`config.mk`:
```
export PLATFORM = sky130hd
export DESIGN_NAME = mem_access_unit_flat
export DESIGN_NICKNAME = d
export VERILOG_FILES = /design/src/rtl/mau_pkg.sv /design/src/rtl/mem_access_unit_if.sv /design/src/rtl/mau_load_align.sv /design/src/rtl/mem_access_unit.sv /design/src/flat_wrapper.sv
export SDC_FILE = /design/constraint.sdc
export NUM_CORES = 1
export LEC_CHECK = 0
export BUFFER_PORTS_ARGS = -buffer_cell sky130_fd_sc_hd__buf_2
export CAP_MARGIN = 20
export CORE_UTILIZATION = 43
export CTS_CLUSTER_SIZE = 16
export DETAILED_ROUTE_END_ITERATION = 6
export PLACE_DENSITY = 0.74
export SETUP_SLACK_MARGIN = 0.15
export SKIP_LAST_GASP = 1
export SLEW_MARGIN = 20
export SYNTH_ARGS = -nofsm -noshare
export SYNTH_HDL_FRONTEND = slang
export SYNTH_SLANG_ARGS = --single-unit
```
`constraint.sdc`:
```
create_clock -name clk -period 6.2 [get_ports clk]
set_input_delay 1.86 -clock clk [delete_from_list [all_inputs] [get_ports clk]]
set_output_delay 1.86 -clock clk [all_outputs]
set_load 0.02 [all_outputs]
```
`src/rtl/mau_pkg.sv`:
```
// rtl/mau_pkg.sv - shared types and constants for the data-memory access unit
package mau_pkg;

  typedef enum logic [1:0] {
    IDLE  = 2'd0,
    WRITE = 2'd1,
    RWAIT = 2'd2,
    RESP  = 2'd3
  } mau_state_t;

  localparam logic [2:0] F3_B  = 3'b000;
  localparam logic [2:0] F3_H  = 3'b001;
  localparam logic [2:0] F3_W  = 3'b010;
  localparam logic [2:0] F3_BU = 3'b100;
  localparam logic [2:0] F3_HU = 3'b101;

  localparam logic [3:0] DM_WEB_IDLE = 4'hF;

  // Unsigned variants only exist for loads.
  function automatic logic f3_legal(input logic is_store, input logic [2:0] f3);
    case (f3)
      F3_B, F3_H, F3_W: f3_legal = 1'b1;
      F3_BU, F3_HU:     f3_legal = !is_store;
      default:          f3_legal = 1'b0;
    endcase
  endfunction

endpackage

```
`src/rtl/mem_access_unit_if.sv`:
```
// rtl/mem_access_unit_if.sv - request/response bus between EX/MEM stage and the access unit
interface mem_access_unit_if;
  logic        req_valid;
  logic        req_ready;
  logic        memread;
  logic        memwrite;
  logic [2:0]  func3;
  logic [31:0] addr;
  logic [31:0] wdata;
  logic        stall;
  logic        resp_valid;
  logic [31:0] rdata;
  logic        err;

  modport master (
    output req_valid, memread, memwrite, func3, addr, wdata,
    input  req_ready, stall, resp_valid, rdata, err
  );

  modport slave (
    input  req_valid, memread, memwrite, func3, addr, wdata,
    output req_ready, stall, resp_valid, rdata, err
  );
endinterface

```
`src/rtl/mau_load_align.sv`:
```
// rtl/mau_load_align.sv - load lane select with sign/zero extension
module mau_load_align
  import mau_pkg::*;
(
  input  logic [31:0] word,
  input  logic [1:0]  off,
  input  logic [2:0]  func3,
  output logic [31:0] data
);

  logic [31:0] shifted;

  always_comb begin
    shifted = word >> {off, 3'b000};
    case (func3)
      F3_B:    data = {{24{shifted[7]}}, shifted[7:0]};
      F3_H:    data = {{16{shifted[15]}}, shifted[15:0]};
      F3_W:    data = word;
      F3_BU:   data = {24'd0, shifted[7:0]};
      F3_HU:   data = {16'd0, shifted[15:0]};
      default: data = 32'd0;
    endcase
  end

endmodule

```
`src/rtl/mem_access_unit.sv`:
```
// rtl/mem_access_unit.sv - RV32I data-memory access unit; MAU_MISALIGN_CHECK_EN enables misalignment errors
module mem_access_unit
  import mau_pkg::*;
#(
  parameter int MEM_LAT = 1,
  parameter int AW      = 14
) (
  input  logic                clk,
  input  logic                rst_n,
  mem_access_unit_if.slave    bus,
  output logic                dm_cs,
  output logic                dm_oe,
  output logic [3:0]          dm_web,
  output logic [AW-1:0]       dm_addr,
  output logic [31:0]         dm_di,
  input  logic [31:0]         dm_do
);

  mau_state_t  state;
  logic [2:0]  f3_q;
  logic [1:0]  off_q;
  logic [2:0]  cnt;
  logic        req_ready_q;
  logic        resp_valid_q;
  logic [31:0] rdata_q;
  logic        err_q;

  logic [1:0]  off_in;
  logic        misalign;
  logic        bad_req;
  logic [31:0] di_rep;
  logic [3:0]  web_st;
  logic [31:0] load_data;
  logic        unused_addr_hi;

  assign unused_addr_hi = ^bus.addr[31:AW+2];

  // The offset is forced to the access's natural alignment, so lanes never straddle.
  always_comb begin
    case (bus.func3)
      F3_H, F3_HU: off_in = {bus.addr[1], 1'b0};
      F3_W:        off_in = 2'b00;
      default:     off_in = bus.addr[1:0];
    endcase
`ifdef MAU_MISALIGN_CHECK_EN
    misalign = (off_in != bus.addr[1:0]);
`else
    misalign = 1'b0;
`endif
    bad_req = (bus.memread && bus.memwrite)
            || (bus.memread  && !f3_legal(1'b0, bus.func3))
            || (bus.memwrite && !f3_legal(1'b1, bus.func3))
            || ((bus.memread || bus.memwrite) && misalign);
    case (bus.func3)
      F3_B:    di_rep = {4{bus.wdata[7:0]}};
      F3_H:    di_rep = {2{bus.wdata[15:0]}};
      default: di_rep = bus.wdata;
    endcase
    case (bus.func3)
      F3_B:    web_st = ~(4'b0001 << off_in);
      F3_H:    web_st = off_in[1] ? 4'b0011 : 4'b1100;
      default: web_st = 4'b0000;
    endcase
  end

  mau_load_align u_align (
    .word  (dm_do),
    .off   (off_q),
    .func3 (f3_q),
    .data  (load_data)
  );

  always_ff @(posedge clk or negedge rst_n) begin
    if (!rst_n) begin
      state        <= IDLE;
      req_ready_q  <= 1'b1;
      resp_valid_q <= 1'b0;
      rdata_q      <= 32'd0;
      err_q        <= 1'b0;
      dm_cs        <= 1'b0;
      dm_oe        <= 1'b0;
      dm_web       <= DM_WEB_IDLE;
      dm_addr      <= '0;
      dm_di        <= 32'd0;
      f3_q         <= 3'd0;
      off_q        <= 2'd0;
      cnt          <= 3'd0;
    end else begin
      resp_valid_q <= 1'b0;
      case (state)
        IDLE: begin
          if (bus.req_valid) begin
            req_ready_q <= 1'b0;
            f3_q        <= bus.func3;
            off_q       <= off_in;
            dm_addr     <= bus.addr[AW+1:2];
            if (bad_req) begin
              state        <= RESP;
              resp_valid_q <= 1'b1;
              err_q        <= 1'b1;
              rdata_q      <= 32'd0;
            end else if (bus.memwrite) begin
              state  <= WRITE;
              dm_cs  <= 1'b1;
              dm_web <= web_st;
              dm_di  <= di_rep;
            end else if (bus.memread) begin
              state <= RWAIT;
              dm_cs <= 1'b1;
              dm_oe <= 1'b1;
              cnt   <= 3'(MEM_LAT);
            end else begin
              state        <= RESP;
              resp_valid_q <= 1'b1;
              err_q        <= 1'b0;
              rdata_q      <= 32'd0;
            end
          end
        end
        WRITE: begin
          state        <= RESP;
          dm_cs        <= 1'b0;
          dm_web       <= DM_WEB_IDLE;
          resp_valid_q <= 1'b1;
          err_q        <= 1'b0;
          rdata_q      <= 32'd0;
        end
        RWAIT: begin
          if (cnt == 3'd1) begin
            state        <= RESP;
            dm_cs        <= 1'b0;
            dm_oe        <= 1'b0;
            resp_valid_q <= 1'b1;
            err_q        <= 1'b0;
            rdata_q      <= load_data;
          end else begin
            cnt <= cnt - 3'd1;
          end
        end
        RESP: begin
          state       <= IDLE;
          req_ready_q <= 1'b1;
        end
        default: state <= IDLE;
      endcase
    end
  end

  assign bus.req_ready  = req_ready_q;
  assign bus.resp_valid = resp_valid_q;
  assign bus.rdata      = rdata_q;
  assign bus.err        = err_q;
  assign bus.stall      = (state == IDLE && bus.req_valid) || state == WRITE || state == RWAIT;

endmodule
```
`src/flat_wrapper.sv`:
```
// flat-port wrapper written by rule: the top's interface ports become plain ports
module mem_access_unit_flat import mau_pkg::*;
#(
  parameter int MEM_LAT = 1,
  parameter int AW      = 14
)
  (clk, rst_n, dm_cs, dm_oe, dm_web, dm_addr, dm_di, dm_do, bus_req_valid, bus_memread, bus_memwrite, bus_func3, bus_addr, bus_wdata, bus_req_ready, bus_stall, bus_resp_valid, bus_rdata, bus_err);
  mem_access_unit_if bus_i ();
  input  logic clk;
  input  logic rst_n;
  output logic dm_cs;
  output logic dm_oe;
  output logic [3:0] dm_web;
  output logic [AW-1:0] dm_addr;
  output logic [31:0] dm_di;
  input  logic [31:0] dm_do;
  input wire logic [$bits(bus_i.req_valid)-1:0] bus_req_valid;
  input wire logic [$bits(bus_i.memread)-1:0] bus_memread;
  input wire logic [$bits(bus_i.memwrite)-1:0] bus_memwrite;
  input wire logic [$bits(bus_i.func3)-1:0] bus_func3;
  input wire logic [$bits(bus_i.addr)-1:0] bus_addr;
  input wire logic [$bits(bus_i.wdata)-1:0] bus_wdata;
  output wire logic [$bits(bus_i.req_ready)-1:0] bus_req_ready;
  output wire logic [$bits(bus_i.stall)-1:0] bus_stall;
  output wire logic [$bits(bus_i.resp_valid)-1:0] bus_resp_valid;
  output wire logic [$bits(bus_i.rdata)-1:0] bus_rdata;
  output wire logic [$bits(bus_i.err)-1:0] bus_err;
  assign bus_i.req_valid = bus_req_valid;
  assign bus_i.memread = bus_memread;
  assign bus_i.memwrite = bus_memwrite;
  assign bus_i.func3 = bus_func3;
  assign bus_i.addr = bus_addr;
  assign bus_i.wdata = bus_wdata;
  assign bus_req_ready = bus_i.req_ready;
  assign bus_stall = bus_i.stall;
  assign bus_resp_valid = bus_i.resp_valid;
  assign bus_rdata = bus_i.rdata;
  assign bus_err = bus_i.err;
  mem_access_unit #(.MEM_LAT(MEM_LAT), .AW(AW)) u_core (.clk(clk), .rst_n(rst_n), .bus(bus_i), .dm_cs(dm_cs), .dm_oe(dm_oe), .dm_web(dm_web), .dm_addr(dm_addr), .dm_di(dm_di), .dm_do(dm_do));
endmodule
```
==> impl_metrics.csv, run 1 <==
group,metric,value,unit
drt,vias,4593,
timing,slew_viol_final,0,
pwr,power_frac_seq,34.1,%
clocking,root_buffer,"clkbuf_16",
critical_path,cp.required,4.34,ns
drt,dr_wl_met2,6680,um
global_route,grt_pass1_wl,21000,um
drt,wl_met3,915,um
synth,ys_warn_count,0,
synth,synthDistinctLibCells,48,
critical_path,cpPeakStageDelay,0.30,ns
global_route,grt_start_max_net_pins,57,
drt,wirelength,13600,um
finish,finalNetCount,804,
critical_path,crit_family,"simple AND/OR/NAND/NOR gates",
clocking,cts_max_level,3,
global_route,antenna_found_initial,0,
global_route,gr-total-overflow,0,
finish,fin_cells,841,
drt,vias_per_cell,5.46,
min_path,hold_class,"reg2reg",
timing,fin_crit,4.50,ns
synth,ys.flop_type,"dfrtp_1",
drt,drc,0,
critical_path,cpMaxStageDelayCell,"or3_1",
drt,top_layer_used,"met4",
place,io_buffer_count,175,
drt,ant_nets,0,
pwr,cellInternalPower,0.00182,W
drt,wl_met1,5810,um
min_path,whs_path_depth,2,
finish,drive_gt1_share,31.4,%
critical_path,startpoint_type,"input pin",
timing,finalHoldViolCount,0,
timing,setup-tns-final,0,ns
synth,syn_nets,649,
die,die_h,110,um
global_route,grt_pass1_vias,4351,
critical_path,arrival,2.64,ns
die,fp-row-count,39,
synth,async_reset_ff_share,100,%
pwr,swShare,44.3,%
critical_path,cp_max_fo,6,
critical_path,path_class,"in2out",
finish,num_antenna_cells,0,
synth,syn_area,0.00504,mm^2
drt,firstDrtPassIters,7,
timing,tightestPinTransition,0.882,ns
clocking,clockBufferDepth,2,
timing,rsz0062_at_grt,"false",
pwr,ir_drop,0.251,mV
synth,synth_edf_count,0,
critical_path,cp_common_cell,"buf_2",
clocking,cts.sinks,97,
die,die_w,110,um
critical_path,crit_buf_inv,2,
timing,slew_headroom,40.9,%
clocking,holdBufCountCts,0,
pwr,combinationalPowerShare,49.3,%
critical_path,cp_num_cells,4,
clocking,cts_buffers,9,
timing,fin_crit_sh,72.6,%
global_route,track_usage,22.6,%
place,place.gp.congestion,0.842,
clocking,clk_pin_slew_worst_paths,0.06,ns
finish,syn2layout_area_growth,24.5,%
die,core,0.0114,mm^2
pwr,power_density,522,mW/mm^2
synth,ys_ff_latch,97,
pwr,clock_power_share,16.6,%
pwr,netSwitchingPower,0.00145,W
finish,final_cell_mix,"buf_2 (174), nand2_1 (141), dfrtp_1 (92), o21ai_1 (36), a22o_1 (32)",
place,dp_hpwl,9790,um
pwr,leakage,3.21,nW
critical_path,worstSetupEndpointType,"primary output",
run_status,outcome,"complete, no violations",
timing,fmax,0.222,GHz
finish,final_common_cell,"buf_2",
critical_path,reg2reg_depth,7,
clocking,cts_resized,0,
clocking,cts_tree,"yes",
clocking,post-cts-setup-buffers,0,
die,dieArea,0.0121,mm^2
synth,ys_seq_area_share,48.3,%
die,initial_core_util,44.1,%
die,boundaryPins,192,
flow_run,maxCapViolations,0,
synth,synth_cells,539,
drt,drtIter0Drc,333,
synth,avgSynthCellArea,9.34,um^2
timing,fin_skew,0.00617,ns
place,dp_cells,825,
clocking,clock_latency,0.34,ns
critical_path,path_cells,"buf_2, and2_1, or3_1, buf_2",
timing,setup_viol,0,
drt,wire_per_inst,16.2,um
==> through the flow <==
stage	utilization (%)	power, W	instance area, um^2	setup WS [ns]	hold WS, ns
2_1_floorplan	-	0.00224	5040	1.56	0.507
3_3_place_gp	52.2	0.00269	5960	1.72	0.454
3_5_place_dp	52.2	0.00274	5960	1.71	0.459
4_1_cts	54.7	0.00329	6240	1.71	0.478
5_1_grt	54.9	0.00351	6270	1.68	0.502
6_report	54.9	0.00327	6270	1.70	0.473
==> power groups by stage <==
stage               sequential, W  combinational (W)  clock, W
global route              0.00115            0.00178  0.000578
floorplan                 0.00137           0.000871         0
CTS                       0.00112            0.00162  0.000556
detailed placement        0.00112            0.00162         0
global placement          0.00110            0.00159         0
finish                    0.00112            0.00161  0.000542
==> cells in the mapped netlist (all sizes together), types with 5 or more instances <==
master | instances | share of area (%)
buf | 17 | 1.9
a21oi | 11 | 1.1
a31oi | 7 | 0.87
inv | 12 | 0.89
nor2b | 11 | 1.4
mux2i | 28 | 5.6
o2bb2ai | 8 | 1.4
a22o | 32 | 5.6
o21ai | 68 | 6.8
mux2 | 9 | 2.0
nor2 | 9 | 0.67
nand2 | 141 | 11
nand3 | 15 | 1.5
ha | 6 | 1.5
dfrtp | 92 | 46
clkbuf | 20 | 1.6
a22oi | 16 | 2.4
dfstp | 5 | 2.6
==> metal layers <==
layer / vias to the layer above / track usage (%)
met1: 2188 / 28.6
met3: 15 / 4.94
met2: 181 / 38.3
met5: - / 0
met4: 0 / 7.89
li1: 2209 / -
==> flip-flops by register name, summed over array words and instances, names as in the netlist, 2 cells and up <==
register,flops
u_core.dm_addr,14
u_core.f3_q,3
u_core.dm_di,32
u_core.state,2
u_core.cnt,3
u_core.bus.rdata,32
u_core.off_q,2
u_core.dm_web,4
==> worst register-to-register path: cells and delay by family, from the launching register on <==
kind	cells	cell delay, ns
compound gates	2	0.31
fa+ha+maj	1	0.48
buf+inv	2	0.41
flops	1	0.41
simple gates	2	0.75
==> cell type report <==
type / count / area, um^2
clock inverters: 3 / 42.5
fillers: 1049 / 5150
clock buffers: 12 / 236
repair buffers: 181 / 936
flip-flops and latches: 97 / 2430
multi-input cells: 393 / 2400
inverters: 12 / 45.0
well taps: 143 / 179
==> worst paths after layout <==
| kind | startpoint | end | slack, ns |
|---|---|---|---|
| setup / recovery | bus_req_valid | bus_stall | 1.70 |
| max in group asynchronous | rst_n | u_core.dm_di[23] | 3.56 |
| hold reg to reg | u_core.dm_addr[10] | u_core.dm_addr[10] | 0.47 |
| min in group asynchronous | rst_n | u_core.bus.rdata[3] | 1.51 |
| setup reg to reg | u_core.state[0] | u_core.dm_web[3] | 3.76 |
| hold / removal | u_core.dm_addr[10] | u_core.dm_addr[10] | 0.47 |
==> cell families after synthesis <==
group           synth area share (%)
compound gates                  21.2
xor+xnor                       0.174
fa+ha+maj                       1.49
buf+inv                         4.37
flops                           48.3
mux                             8.02
simple gates                    16.4
Power figures use the tool's default switching activity.
==> run 2, diff against run 1 <==
==> constraint.sdc (replaced) <==
create_clock -name clk -period 4.6 [get_ports clk]
set_input_delay 1.38 -clock clk [delete_from_list [all_inputs] [get_ports clk]]
set_output_delay 1.38 -clock clk [all_outputs]
set_load 0.02 [all_outputs]
==> run 2 against run 1 <==
Combinational power rose by 37%. Die area did not move. Clock-buffer cell count decreased by 1. Sequential power grew 34%. Via count increased by 1.9%. Wire length is 1.3% higher. Sequential share of layout area shrank 0.40 points. Register-to-register slack got worse by 1.6 ns. Largest power group unchanged.
==> impl_metrics.csv, run 2 (synthesized netlist as in run 1, its figures left out) <==
group,metric,value,unit
clocking,clk_pin_slew_worst_paths,0.07,ns
timing,tightestPinTransition,0.878,ns
clocking,holdBufCountCts,0,
global_route,grt_pass1_wl,21700,um
drt,ant_nets,0,
die,fp-row-count,39,
critical_path,path_class,"in2out",
finish,multi_input_comb_area,0.00240,mm^2
pwr,power_density,715,mW/mm^2
critical_path,rrSetupSlack,2.20,ns
clocking,cts_resized,0,
timing,fin_crit,3.53,ns
finish,num_antenna_cells,0,
place,dp_cells,827,
timing,slew_viol_final,0,
clocking,cts.sinks,97,
place,io_buffer_count,175,
finish,syn2layout_area_growth,25.8,%
critical_path,cp_common_cell,"buf_2",
clocking,clockBufferDepth,2,
run_status,outcome,"complete, no violations",
critical_path,cp_max_fo,6,
finish,drive_gt1_share,32.0,%
finish,final-seq-area,0.00243,mm^2
finish,final_cell_mix,"buf_2 (174), nand2_1 (141), dfrtp_1 (92), o21ai_1 (36), a22o_1 (32)",
finish,fillers,1044,
finish,fin_cells,844,
clocking,post-cts-setup-buffers,0,
global_route,grt_start_max_net_pins,61,
pwr,leakage,3.25,nW
critical_path,crit_family,"simple AND/OR/NAND/NOR gates",
timing,finalHoldViolCount,0,
timing,fin_crit_sh,76.8,%
die,initial_core_util,44.1,%
clocking,cts_max_level,3,
pwr,ir_drop,0.406,mV
finish,finalNetCount,806,
global_route,track_usage,23.3,%
drt,firstDrtPassIters,5,
critical_path,cp.required,3.22,ns
die,die_h,110,um
timing,rsz0062_at_grt,"false",
die,boundaryPins,192,
drt,vias_per_cell,5.54,
place,place.gp.congestion,0.853,
clocking,root_buffer,"clkbuf_16",
flow_run,maxCapViolations,0,
clocking,clock_latency,0.35,ns
global_route,antenna_found_initial,0,
global_route,gr-total-overflow,0,
drt,vias,4678,
timing,slew_headroom,41.2,%
timing,fmax,0.283,GHz
critical_path,startpoint_type,"input pin",
drt,drtIter0Drc,354,
timing,setup-tns-final,0,ns
timing,setup_viol,0,
drt,wirelength,13800,um
place,dp_hpwl,9940,um
die,core,0.0114,mm^2
critical_path,path_cells,"buf_2, and2_1, or3_1, buf_2",
timing,fin_skew,0.00958,ns
min_path,hold_class,"reg2reg",
clocking,cts_buffers,9,
critical_path,cpMaxStageDelayCell,"or3_1",
die,die_w,110,um
place,post-place-ws,1.06,ns
timing,hold_slack,0.470,ns
clocking,cts_tree,"yes",
critical_path,worstSetupEndpointType,"primary output",
timing,setup_ws,1.07,ns
drt,drc,0,
die,dieArea,0.0121,mm^2
critical_path,crit_buf_inv,2,
global_route,grt_pass1_vias,4338,
drt,wire_per_inst,16.3,um
critical_path,cpPeakStageDelay,0.31,ns
critical_path,arrival,2.15,ns
finish,final_common_cell,"buf_2",
## run 2: path summary, 6_finish.rpt
kind | from | end | depth (start not counted)
worst max-delay path | bus_req_valid | bus_stall | 4
worst min-delay path | u_core.dm_di[2] | u_core.dm_di[2] | 2
worst max register to register | u_core.state[0] | u_core.dm_web[2] | 7
worst min register to register | u_core.dm_di[2] | u_core.dm_di[2] | 2
max in group asynchronous | rst_n | u_core.dm_addr[5] | 2
min in group asynchronous | rst_n | u_core.bus.rdata[24] | 1
## run 2: stage by stage
step           util [%]  area [um^2]  power, W
2_1_floorplan         -         5040   0.00302
3_3_place_gp       52.4         5980   0.00363
3_5_place_dp       52.4         5980   0.00371
4_1_cts            55.3         6310   0.00455
5_1_grt            55.5         6330   0.00486
6_report           55.5         6330   0.00453
## run 2: worst register-to-register path, cell delays in order (launching register included)
cell and delay, ns:
dfrtp_1 0.41, inv_1 0.11, ha_1 0.47, and2_1 0.21, buf_4 0.30, and3_1 0.52, a21oi_1 0.12, o32a_1 0.19
## run 2: cell type report
class | count | area share, %
clock buffers | 11 | 3.83
multi-input cells | 393 | 37.8
well taps | 143 | 2.82
inverters | 12 | 0.711
flip-flops and latches | 97 | 38.4
repair buffers | 183 | 15.0
clock inverters | 5 | 1.36
## run 2: power by group
part           total [W]  switching, W  internal (W)
Sequential       0.00150      0.000270       0.00123
Clock           0.000829      0.000333      0.000496
Combinational    0.00220       0.00139      0.000812
Total            0.00453       0.00199       0.00254
## run 2: routing by layer
layer	share of wire, %	track usage, %	wire [um]
met1	42	30.5	5840
met2	48	37.8	6650
met3	8.3	6.53	1140
met4	1.2	6.48	165
met5	0	0	0
